$ cat src/rtl/vga_pkg.sv
// Shared VGA framebuffer constants, erase-mode encodings and drawer state type.
// Used by every sprite drawer and its testbenches.
package vga_pkg;

   localparam int VGA_SCREEN_W = 160;
   localparam int VGA_SCREEN_H = 120;
   localparam int VGA_XW       = 8;
   localparam int VGA_YW       = 7;
   localparam int VGA_CW       = 3;

   // 2'b00 and 2'b11 both mean "no erase column".
   localparam logic [1:0] ERASE_RIGHT = 2'b01;
   localparam logic [1:0] ERASE_LEFT  = 2'b10;

   typedef enum logic [1:0] {
      ST_IDLE   = 2'd0,
      ST_FILL   = 2'd1,
      ST_ERASE  = 2'd2,
      ST_FINISH = 2'd3
   } state_t;

   function automatic logic erase_enabled(input logic [1:0] mode);
      return (mode == ERASE_RIGHT) || (mode == ERASE_LEFT);
   endfunction

endpackage

$ cat src/rtl/sprite_rect_drawer_if.sv
// Request/pixel bundle between the game FSM, a sprite drawer and the VGA adapter.
// The master drives the request side; the slave (the drawer) drives the pixel side.
interface sprite_rect_drawer_if #(
   parameter int XW = vga_pkg::VGA_XW,
   parameter int YW = vga_pkg::VGA_YW,
   parameter int CW = vga_pkg::VGA_CW
) ();

   // Handshake: start is a request sampled only while the drawer is idle (busy=0,
   // done=0); it is dropped, not queued, otherwise. Each accepted request yields a
   // run of cycles with plot=1 (each one a valid x/y/colour write, no back-pressure)
   // followed by a single-cycle done pulse. abort cancels with no done pulse.
   logic          abort;
   logic          start;
   logic [XW-1:0] sprite_x;
   logic [YW-1:0] sprite_y;
   logic [CW-1:0] sprite_colour;
   logic [CW-1:0] bg_colour;
   logic [1:0]    erase_mode;
   logic [XW-1:0] x_out;
   logic [YW-1:0] y_out;
   logic [CW-1:0] colour_out;
   logic          plot;
   logic          busy;
   logic          done;

   modport master (
      output abort, start, sprite_x, sprite_y, sprite_colour, bg_colour, erase_mode,
      input  x_out, y_out, colour_out, plot, busy, done
   );

   modport slave (
      input  abort, start, sprite_x, sprite_y, sprite_colour, bg_colour, erase_mode,
      output x_out, y_out, colour_out, plot, busy, done
   );

endinterface

$ cat src/rtl/coord_wrap.sv
// (base + offset) mod N for base, offset < N, using one conditional subtraction.
module coord_wrap #(
   parameter int W = 8,
   parameter int N = 160
) (
   input  logic [W-1:0] base,
   input  logic [W-1:0] offset,
   output logic [W-1:0] sum
);

   logic [W:0] raw;

   // One extra bit so base+offset never overflows before the compare.
   assign raw = {1'b0, base} + {1'b0, offset};
   assign sum = (raw >= (W+1)'(N)) ? W'(raw - (W+1)'(N)) : raw[W-1:0];

endmodule

$ cat src/rtl/sprite_rect_drawer.sv
// Draws one SPR_W x SPR_H solid sprite, column-major, with an optional trailing
// erase column, one registered pixel per cycle.
module sprite_rect_drawer import vga_pkg::*; #(
   parameter int SPR_W    = 4,
   parameter int SPR_H    = 4,
   parameter int SCREEN_W = VGA_SCREEN_W,
   parameter int SCREEN_H = VGA_SCREEN_H,
   parameter int XW       = VGA_XW,
   parameter int YW       = VGA_YW,
   parameter int CW       = VGA_CW
) (
   input  logic                 clk,
   input  logic                 reset,
   sprite_rect_drawer_if.slave  bus,
   output state_t               state_dbg
);

   localparam int CNTW = 4;

   state_t        state;
   logic [XW-1:0] lx;
   logic [YW-1:0] ly;
   logic [CW-1:0] lcolour;
   logic [CW-1:0] lbg;
   logic [1:0]    lmode;
   logic [CNTW-1:0] col;
   logic [CNTW-1:0] row;

   logic [XW-1:0] x_q;
   logic [YW-1:0] y_q;
   logic [CW-1:0] colour_q;
   logic          plot_q;
   logic          busy_q;
   logic          done_q;

   logic [XW-1:0] in_x;
   logic [YW-1:0] in_y;
   logic          last_row;
   logic          fill_last;
   logic [CNTW-1:0] nrow;
   logic [CNTW-1:0] ncol;
   logic [XW-1:0] erase_off;
   logic [XW-1:0] x_off;
   logic [YW-1:0] y_off;
   logic [XW-1:0] x_wrap;
   logic [YW-1:0] y_wrap;

   assign in_x = (bus.sprite_x >= XW'(SCREEN_W)) ? bus.sprite_x - XW'(SCREEN_W) : bus.sprite_x;
   assign in_y = (bus.sprite_y >= YW'(SCREEN_H)) ? bus.sprite_y - YW'(SCREEN_H) : bus.sprite_y;

   assign last_row  = (row == CNTW'(SPR_H - 1));
   assign fill_last = last_row && (col == CNTW'(SPR_W - 1));
   assign nrow      = last_row ? '0 : row + CNTW'(1);
   assign ncol      = last_row ? col + CNTW'(1) : col;

   // Moving left leaves a stale column at lx+SPR_W; moving right at lx-1 == lx+N-1.
   assign erase_off = (lmode == ERASE_RIGHT) ? XW'(SPR_W) : XW'(SCREEN_W - 1);

   // Offsets select the pixel that the next edge registers.
   always_comb begin
      x_off = erase_off;
      y_off = YW'(nrow);
      if (state == ST_FILL) begin
         if (fill_last) y_off = '0;
         else           x_off = XW'(ncol);
      end
   end

   coord_wrap #(.W(XW), .N(SCREEN_W)) u_wrap_x (.base(lx), .offset(x_off), .sum(x_wrap));
   coord_wrap #(.W(YW), .N(SCREEN_H)) u_wrap_y (.base(ly), .offset(y_off), .sum(y_wrap));

   always_ff @(posedge clk or negedge reset) begin
      if (!reset) begin
         state    <= ST_IDLE;
         lx       <= '0;
         ly       <= '0;
         lcolour  <= '0;
         lbg      <= '0;
         lmode    <= '0;
         col      <= '0;
         row      <= '0;
         x_q      <= '0;
         y_q      <= '0;
         colour_q <= '0;
         plot_q   <= 1'b0;
         busy_q   <= 1'b0;
         done_q   <= 1'b0;
      end else if (bus.abort) begin
         state  <= ST_IDLE;
         col    <= '0;
         row    <= '0;
         plot_q <= 1'b0;
         busy_q <= 1'b0;
         done_q <= 1'b0;
      end else begin
         case (state)
            ST_IDLE: begin
               plot_q <= 1'b0;
               done_q <= 1'b0;
               if (bus.start) begin
                  // Pixel (0,0) is emitted on the accepting edge itself.
                  lx       <= in_x;
                  ly       <= in_y;
                  lcolour  <= bus.sprite_colour;
                  lbg      <= bus.bg_colour;
                  lmode    <= bus.erase_mode;
                  col      <= '0;
                  row      <= '0;
                  x_q      <= in_x;
                  y_q      <= in_y;
                  colour_q <= bus.sprite_colour;
                  plot_q   <= 1'b1;
                  busy_q   <= 1'b1;
                  state    <= ST_FILL;
               end
            end
            ST_FILL: begin
               if (fill_last) begin
                  col <= '0;
                  row <= '0;
                  if (erase_enabled(lmode)) begin
                     x_q      <= x_wrap;
                     y_q      <= y_wrap;
                     colour_q <= lbg;
                     state    <= ST_ERASE;
                  end else begin
                     plot_q <= 1'b0;
                     busy_q <= 1'b0;
                     done_q <= 1'b1;
                     state  <= ST_FINISH;
                  end
               end else begin
                  col      <= ncol;
                  row      <= nrow;
                  x_q      <= x_wrap;
                  y_q      <= y_wrap;
                  colour_q <= lcolour;
               end
            end
            ST_ERASE: begin
               if (last_row) begin
                  row    <= '0;
                  plot_q <= 1'b0;
                  busy_q <= 1'b0;
                  done_q <= 1'b1;
                  state  <= ST_FINISH;
               end else begin
                  row <= nrow;
                  x_q <= x_wrap;
                  y_q <= y_wrap;
               end
            end
            ST_FINISH: begin
               done_q <= 1'b0;
               state  <= ST_IDLE;
            end
            default: state <= ST_IDLE;
         endcase
      end
   end

   assign bus.x_out      = x_q;
   assign bus.y_out      = y_q;
   assign bus.colour_out = colour_q;
   assign bus.plot       = plot_q;
   assign bus.busy       = busy_q;
   assign bus.done       = done_q;
   assign state_dbg      = state;

endmodule

$ cat src/flat_wrapper.sv
// flat-port wrapper written by rule: the top's interface ports become plain ports
module sprite_rect_drawer_flat import vga_pkg::*;
#(
   parameter int SPR_W    = 4,
   parameter int SPR_H    = 4,
   parameter int SCREEN_W = VGA_SCREEN_W,
   parameter int SCREEN_H = VGA_SCREEN_H,
   parameter int XW       = VGA_XW,
   parameter int YW       = VGA_YW,
   parameter int CW       = VGA_CW
)
  (clk, reset, state_dbg, bus_abort, bus_start, bus_sprite_x, bus_sprite_y, bus_sprite_colour, bus_bg_colour, bus_erase_mode, bus_x_out, bus_y_out, bus_colour_out, bus_plot, bus_busy, bus_done);
  sprite_rect_drawer_if #(.XW(XW), .YW(YW), .CW(CW)) bus_i ();
  input  logic clk;
  input  logic reset;
  output state_t state_dbg;
  input wire logic [$bits(bus_i.abort)-1:0] bus_abort;
  input wire logic [$bits(bus_i.start)-1:0] bus_start;
  input wire logic [$bits(bus_i.sprite_x)-1:0] bus_sprite_x;
  input wire logic [$bits(bus_i.sprite_y)-1:0] bus_sprite_y;
  input wire logic [$bits(bus_i.sprite_colour)-1:0] bus_sprite_colour;
  input wire logic [$bits(bus_i.bg_colour)-1:0] bus_bg_colour;
  input wire logic [$bits(bus_i.erase_mode)-1:0] bus_erase_mode;
  output wire logic [$bits(bus_i.x_out)-1:0] bus_x_out;
  output wire logic [$bits(bus_i.y_out)-1:0] bus_y_out;
  output wire logic [$bits(bus_i.colour_out)-1:0] bus_colour_out;
  output wire logic [$bits(bus_i.plot)-1:0] bus_plot;
  output wire logic [$bits(bus_i.busy)-1:0] bus_busy;
  output wire logic [$bits(bus_i.done)-1:0] bus_done;
  assign bus_i.abort = bus_abort;
  assign bus_i.start = bus_start;
  assign bus_i.sprite_x = bus_sprite_x;
  assign bus_i.sprite_y = bus_sprite_y;
  assign bus_i.sprite_colour = bus_sprite_colour;
  assign bus_i.bg_colour = bus_bg_colour;
  assign bus_i.erase_mode = bus_erase_mode;
  assign bus_x_out = bus_i.x_out;
  assign bus_y_out = bus_i.y_out;
  assign bus_colour_out = bus_i.colour_out;
  assign bus_plot = bus_i.plot;
  assign bus_busy = bus_i.busy;
  assign bus_done = bus_i.done;
  sprite_rect_drawer #(.SPR_W(SPR_W), .SPR_H(SPR_H), .SCREEN_W(SCREEN_W), .SCREEN_H(SCREEN_H), .XW(XW), .YW(YW), .CW(CW)) u_core (.clk(clk), .reset(reset), .bus(bus_i), .state_dbg(state_dbg));
endmodule
$ cat config.mk
export PLATFORM = sky130hd
export DESIGN_NAME = sprite_rect_drawer_flat
export DESIGN_NICKNAME = d
export VERILOG_FILES = /design/src/rtl/vga_pkg.sv /design/src/rtl/sprite_rect_drawer_if.sv /design/src/rtl/coord_wrap.sv /design/src/rtl/sprite_rect_drawer.sv /design/src/flat_wrapper.sv
export SDC_FILE = /design/constraint.sdc
export NUM_CORES = 1
export LEC_CHECK = 0
export ABC_AREA = 1
export BUFFER_PORTS_ARGS = -buffer_cell sky130_fd_sc_hd__buf_2
export CAP_MARGIN = 0
export CORE_AREA = 3 3 86 88
export CTS_CLUSTER_SIZE = 12
export DETAILED_ROUTE_END_ITERATION = 8
export DIE_AREA = 0 0 89 91
export PLACE_DENSITY = 0.78
export SETUP_SLACK_MARGIN = 0.4
export SYNTH_ARGS = -nofsm -noshare
export SYNTH_HDL_FRONTEND = slang
export SYNTH_HIERARCHICAL = 1
export SYNTH_SLANG_ARGS = --single-unit
$ cat constraint.sdc
create_clock -name clk -period 5.7 [get_ports clk]
set_input_delay 0.285 -clock clk [delete_from_list [all_inputs] [get_ports clk]]
set_output_delay 0.285 -clock clk [all_outputs]
set_load 0.03 [all_outputs]
==> out/results.ini, run 1 <==
[run_status]
outcome=finished, final reports clean

[synthesis]
yosysWarnings=6
synth-simple-area-share=0.3565
synth-xor-area-share=0.01312
yosys.area.top_type=dfrtp_1
synth.top_cells.by_area=dfrtp_1 34%, nand2_1 18%, ha_1 8.4%
syn_inst=554
synthDistinctLibCells=41
muxShareOfSynthArea=0.01500
synth_fa_ha_area_frac=0.09435
yosysTopAreaCellShare=0.3374
syn_area_um2=4005
synth_edf_count=0
synth_top_family_by_area=simple AND/OR/NAND/NOR gates
synth_flop_cell=dfrtp_1
synth_seq_cells=54
synth_compound_area_frac=0.09778
ys_seq_area_frac=0.3374
async_flop_share=1.000
synth.avg_cell_area_um2=7.229

[timing]
period_share=0.7037
slew_violations=0
fin_tns_setup_ns=0
setup_viol=0
hold_violations=0
relSlewSlack=0.5306
fin_ws_ns=1.689
worst_pin_slew_ns=0.7041
max_freq_mhz=249.3
hold_ws_ns=0.08797
clock_skew_ns=0.01037
fin_crit_ns=4.011
rsz0062_at_grt=no

[floorplanning]
rows=30
io_pins=50
initial_core_util=0.5961
die_area_um2=8099
die_w_um=89
fp.dieH_um=91
coreArea_um2=6719

[setup_path]
crit_type=flip-flop to flip-flop
start_kind=flip-flop
cpMaxStageDelayCell=ha_1
reg2reg_from=u_core/state_dbg[1]$_DFFE_PN0P_
cp_max_fo=15
reg2reg_depth=25
r2r-end=u_core/bus.x_out[6]$_DFFE_PN0P_
reg2reg_slack_ns=1.69
critPathCaptureType=flip-flop
critPathArrivalTime_ns=4.24
critPathBufInv=4
cpLargestDelayFamily=adder cells
critPathRequiredTime_ns=5.93
startpoint=u_core/state_dbg[1]$_DFFE_PN0P_
cp_slowest_stage_delay_ns=0.49
path_common_cell=nand2_1

[power]
finalPower_mw=2.705
p_leak_nw=2.516
power.density_nw_per_um2=615.7
ir_drop_mv=0.2424

[global_route]
grtUsageMet2=0.3923
grt_pass1_vias=3406
grt_overflow=0
grt.total_usage=0.2308
gr-usage-met1=0.3033
grt_pass1_wl_um=15040
grt.busiest_layer=met2
grt_max_degree=55
globalRouteMet3Util=0.03176
grt_antenna_before_repair=0

[placed_design]
gp_congestion=0.9435
numPortBuffers=49
hpwl_um=6765
dpl_worst_slack_ns=1.750

[detailed_routing]
drt_iter0_markers=149
totalWireLength_um=8892
vias_per_cell=5.337
first_pass_iters=4
wl_per_cell_um=12.98
route.detailed.drc=0
ant_nets=0
vias=3656

[finish]
drive_gt1_frac=0.1719
syn2layout_area_growth_pct=9.716
antenna_cells=0
final_nets=661
fin_util=0.6540
nFillCells=606

[clocking]
post_cts_buffers=0
post_cts_resized=0
clkTransAtPathRegs_ns=0.10
numClockSinks=54
cts_tree=done
htreeDepth=2
max-clock-path-buffers=2
cts_root_buf=clkbuf_8
numCtsBuffers=5
postCtsHoldBufs=0
insertion_delay_ns=0.31

[flow_run]
max_cap_viol_count=0

[hold_path]
hold_path_class=input pin to async pin

logic make-up after synthesis:
logic type,count (synthesis)
fa+ha+maj,29
flops,54
buf+inv,84
other cells,1
compound gates,64
simple gates,310
mux,6
xor+xnor,6
where the power goes:
| part | leakage [nW] | total [mW] | internal [mW] | switching (mW) |
|---|---|---|---|---|
| clock | 0.0362 | 0.214 | 0.0843 | 0.129 |
| sequential | 0.681 | 0.641 | 0.545 | 0.0956 |
| combinational | 1.80 | 1.85 | 0.642 | 1.21 |
routing by layer:
metal  share of wire  routed length, um  vias to the layer above
li1                -                  -                     1858
met1            0.45               3991                     1710
met2            0.50               4412                       73
met3           0.037                328                       15
met4           0.018                159                        0
met5               0                  0                        -
worst max path at each step:
stage,to,slack (ns),cells past startpoint
3_3_place_gp,u_core/bus.x_out[6]$_DFFE_PN0P_,1.95,25
3_5_place_dp,u_core/bus.x_out[6]$_DFFE_PN0P_,1.75,25
5_1_grt,u_core/bus.x_out[6]$_DFFE_PN0P_,1.33,25
6_report,u_core/bus.x_out[6]$_DFFE_PN0P_,1.69,25
2_1_floorplan,u_core/bus.x_out[6]$_DFFE_PN0P_,2.21,25
4_1_cts,u_core/bus.x_out[6]$_DFFE_PN0P_,1.70,25
cells in the mapped netlist, drive strengths merged (3+ instances only):
master  instances
nand3b          4
a21oi          17
xor2            5
dfrtp          54
ha             27
nor2           35
nand3          57
nand2         208
inv            74
clkbuf          5
o21ai          36
o22ai           3
mux2i           6
buf             5
nand4           5
cells in the final DEF, fill, tap and decap left out, types with 3 or more instances in the layout:
cell type / netlist / final
o22ai_1: 3 / 3
a21oi_2: 3 / 3
nand3_1: 50 / 50
nor2_1: 30 / 30
nand4_1: 3 / 3
xor2_1: 5 / 5
inv_2: 6 / 6
conb_1: 1 / 5
o21ai_1: 7 / 7
clkbuf_8: 0 / 5
o21ai_0: 29 / 29
nand2_1: 190 / 190
inv_1: 68 / 68
buf_2: 2 / 49
dfrtp_1: 54 / 54
ha_1: 27 / 27
nand2_2: 16 / 16
mux2i_1: 6 / 6
a21oi_1: 12 / 12
nand3_2: 6 / 6
stage by stage:
| stage | instance area [um2] | instances |
|---|---|---|
| 3_3_place_gp | 4310 | 678 |
| 5_1_grt | 4394 | 685 |
| 4_1_cts | 4394 | 685 |
| 6_report | 4394 | 685 |
| 2_1_floorplan | 4020 | 558 |
| 3_5_place_dp | 4310 | 678 |
sequential cells by signal, summed over array words and instances, names as in the netlist:
register and cells:
u_core/row 4, u_core/bus.done 1, u_core/lmode 2, u_core/bus.busy 1
u_core/lbg 3, u_core/ly 7, u_core/bus.y_out 7, u_core/bus.x_out 8
u_core/state_dbg 2, u_core/lx 8, u_core/col 4, u_core/lcolour 3
u_core/bus.plot 1, u_core/bus.colour_out 3
layout make-up:
cell class	instances	area, um2	area share
multi-input cells	420	2328	0.5299
inverters	74	277.8	0.06321
clock buffers	5	68.82	0.01566
repair buffers	50	252.7	0.05752
clock inverters	2	15.01	0.003417
flip-flops and latches	54	1351	0.3075
well taps	80	100.1	0.02278
(Power assumes the default switching activity.)
==> run 2, diff against run 1 <==
- CORE_AREA: 3 3 86 88 -> 3 3 87 89
- DIE_AREA: 0 0 89 91 -> 0 0 90 92
- PLACE_DENSITY: 0.78 -> 0.76
- clock period: 5.7 -> 3.8 ns (I/O delays scaled with it)
==> run 2 against run 1 <==
Against the previous run: sequential share of layout area down 1.4 points; maximum frequency up 26%; design area up 5.0%.
==> out/results.ini, run 2 (synthesis gave the netlist of run 1 again) <==
[run_status]
outcome=finished, final reports clean

[clocking]
clkTransAtPathRegs_ns=0.10  ; about the same
htreeDepth=2  ; unchanged
numCtsBuffers=5  ; unchanged
cts_tree=done
postCtsHoldBufs=0  ; unchanged
cts_root_buf=clkbuf_8
insertion_delay_ns=0.31  ; about the same
numClockSinks=54  ; unchanged
max-clock-path-buffers=2  ; unchanged

[finish]
final_cell_mix=188 x nand2_1, 65 x inv_1, 53 x dfrtp_1, 49 x buf_2, 49 x nand3_1
drive_gt1_frac=0.2120  ; +0.04007
layout_commonest_cell=nand2_1
final_nets=673  ; +1.8%
stdcell_area_um2=4612  ; +5.0%
antenna_cells=0  ; unchanged
nFillCells=589  ; -2.8%
syn2layout_area_growth_pct=15.15

[setup_path]
critPathRequiredTime_ns=4.03  ; -1.90 ns
cpMaxStageDelayCell=fa_2
critPathCaptureType=flip-flop
cp_max_fo=4  ; -11
cp_slowest_stage_delay_ns=0.43  ; -0.06 ns
critPathArrivalTime_ns=3.42  ; -0.82 ns
cpLargestDelayFamily=simple AND/OR/NAND/NOR gates
crit_type=flip-flop to flip-flop
start_kind=flip-flop
critPathBufInv=3  ; -1
path_common_cell=nand2_1

[placed_design]
dpl_worst_slack_ns=0.1946  ; -1.556 ns
gp_congestion=0.8814  ; -6.6%
numPortBuffers=49  ; unchanged
hpwl_um=6985  ; +3.3%
postPlaceCellArea_um2=4357  ; +1.1%

[timing]
setup_viol=0  ; unchanged
clock_skew_ns=0.009205  ; -0.001169 ns
slew_violations=0  ; unchanged
worst_pin_slew_ns=0.6974  ; -0.006770 ns
fin_ws_ns=0.6120  ; -1.077 ns
max_freq_mhz=313.7  ; +26%
period_share=0.8390  ; +0.1352
fin_tns_setup_ns=0  ; unchanged
hold_violations=0  ; unchanged
relSlewSlack=0.5351  ; +0.004513
fin_crit_ns=3.188  ; -0.8232 ns
rsz0062_at_grt=no

[detailed_routing]
ant_nets=0  ; unchanged
vias=3775  ; +3.3%
totalWireLength_um=9664  ; +8.7%
drt_iter0_markers=210  ; +41%
first_pass_iters=5  ; +1
vias_per_cell=5.287  ; -0.94%
wl_per_cell_um=13.54  ; +4.3%
route.detailed.drc=0  ; unchanged

[flow_run]
max_cap_viol_count=0  ; unchanged

[global_route]
grt_pass1_wl_um=16320  ; +8.5%
grtUsageMet2=0.4194  ; +0.02709
globalRouteMet3Util=0.04430  ; +0.01254
grt.total_usage=0.2375  ; +0.006674
grt_max_degree=55  ; unchanged
gr-usage-met1=0.2780  ; -0.02534
grt_antenna_before_repair=0  ; unchanged
grt_pass1_vias=3759  ; +10%
grt_overflow=0  ; unchanged
grt.busiest_layer=met2

[hold_path]
hold_path_class=input pin to async pin

[floorplanning]
rows=30  ; unchanged
io_pins=50  ; unchanged
fp.dieH_um=92  ; +1.1%
initial_core_util=0.5863  ; -0.009826
die_area_um2=8280  ; +2.2%
die_w_um=90  ; +1.1%
coreArea_um2=6832  ; +1.7%

[power]
power.density_nw_per_um2=943.0  ; +53%
ir_drop_mv=0.4216  ; +74%
p_leak_nw=2.588  ; +2.8%

[run 2: cell types whose count changed in the layout (fill, tap and decap cells not counted), moves of 2 or more]
cell,before,now
ha_1,27,22
ha_2,0,3
ha_4,0,2
nand2_1,190,188
inv_1,68,65
buf_4,1,13
inv_2,6,9
[run 2: area by class of cell]
type,count,area (um2),share of cell area
sequential,54,1353,0.2933
tap,96,120.1,0.02604
clock inverter,2,37.54,0.008139
multi-input combinational,420,2409,0.5222
inverter,74,277.8,0.06023
timing repair buffer,62,342.8,0.07434
clock buffer,6,72.57,0.01574
[run 2: repair_timing]
item	4_1_cts	5_1_grt
gates resized for setup	4	17
gates cloned	0	0
pin swaps	3	5
setup buffers	4	5
endpoints found under the setup margin	3	3
[run 2: where the power goes]
group	internal (mW)	leakage, nW	switching (mW)
Clock	0.197	0.0514	0.196
Combinational	1.05	1.86	1.94
Sequential	0.819	0.680	0.144
Total	2.07	2.59	2.28
[run 2: final timing paths]
| kind | startpoint | endpoint | slack, ns | cells past startpoint |
|---|---|---|---|---|
| worst max-delay path | u_core/col[1]$_DFFE_PN0P_ | u_core/bus.x_out[6]$_DFFE_PN0P_ | 0.61 | 25 |
| worst min-delay path | reset | u_core/lmode[1]$_DFFE_PN0P_ | 0.001 | 2 |
| worst max register to register | u_core/col[1]$_DFFE_PN0P_ | u_core/bus.x_out[6]$_DFFE_PN0P_ | 0.61 | 25 |
| worst min register to register | u_core/bus.done$_DFFE_PN0P_ | u_core/bus.done$_DFFE_PN0P_ | 0.49 | 2 |
| max in group asynchronous | reset | u_core/state_dbg[1]$_DFFE_PN0P_ | 3.32 | 2 |
| min in group clk | bus_erase_mode[0] | u_core/lmode[0]$_DFFE_PN0P_ | 0.08 | 3 |
[run 2: metal layers]
metal | share of wire | vias up
met2 | 0.48 | 111
met4 | 0.031 | 0
met3 | 0.052 | 26
met1 | 0.43 | 1754
met5 | 0 | -
li1 | - | 1884
[run 2: through the flow]
| step | std cells | util | hold WS (ns) | power [mW] |
|---|---|---|---|---|
| floorplan | 558 | - | -0.1056 | 3.138 |
| global placement | 697 | 0.6377 | 0.3608 | 3.664 |
| detailed placement | 697 | 0.6377 | 0.3698 | 3.763 |
| CTS | 709 | 0.6608 | 0.02783 | 4.232 |
| global route | 714 | 0.6751 | 0.05466 | 4.770 |
| finish | 714 | 0.6751 | 0.001390 | 4.349 |
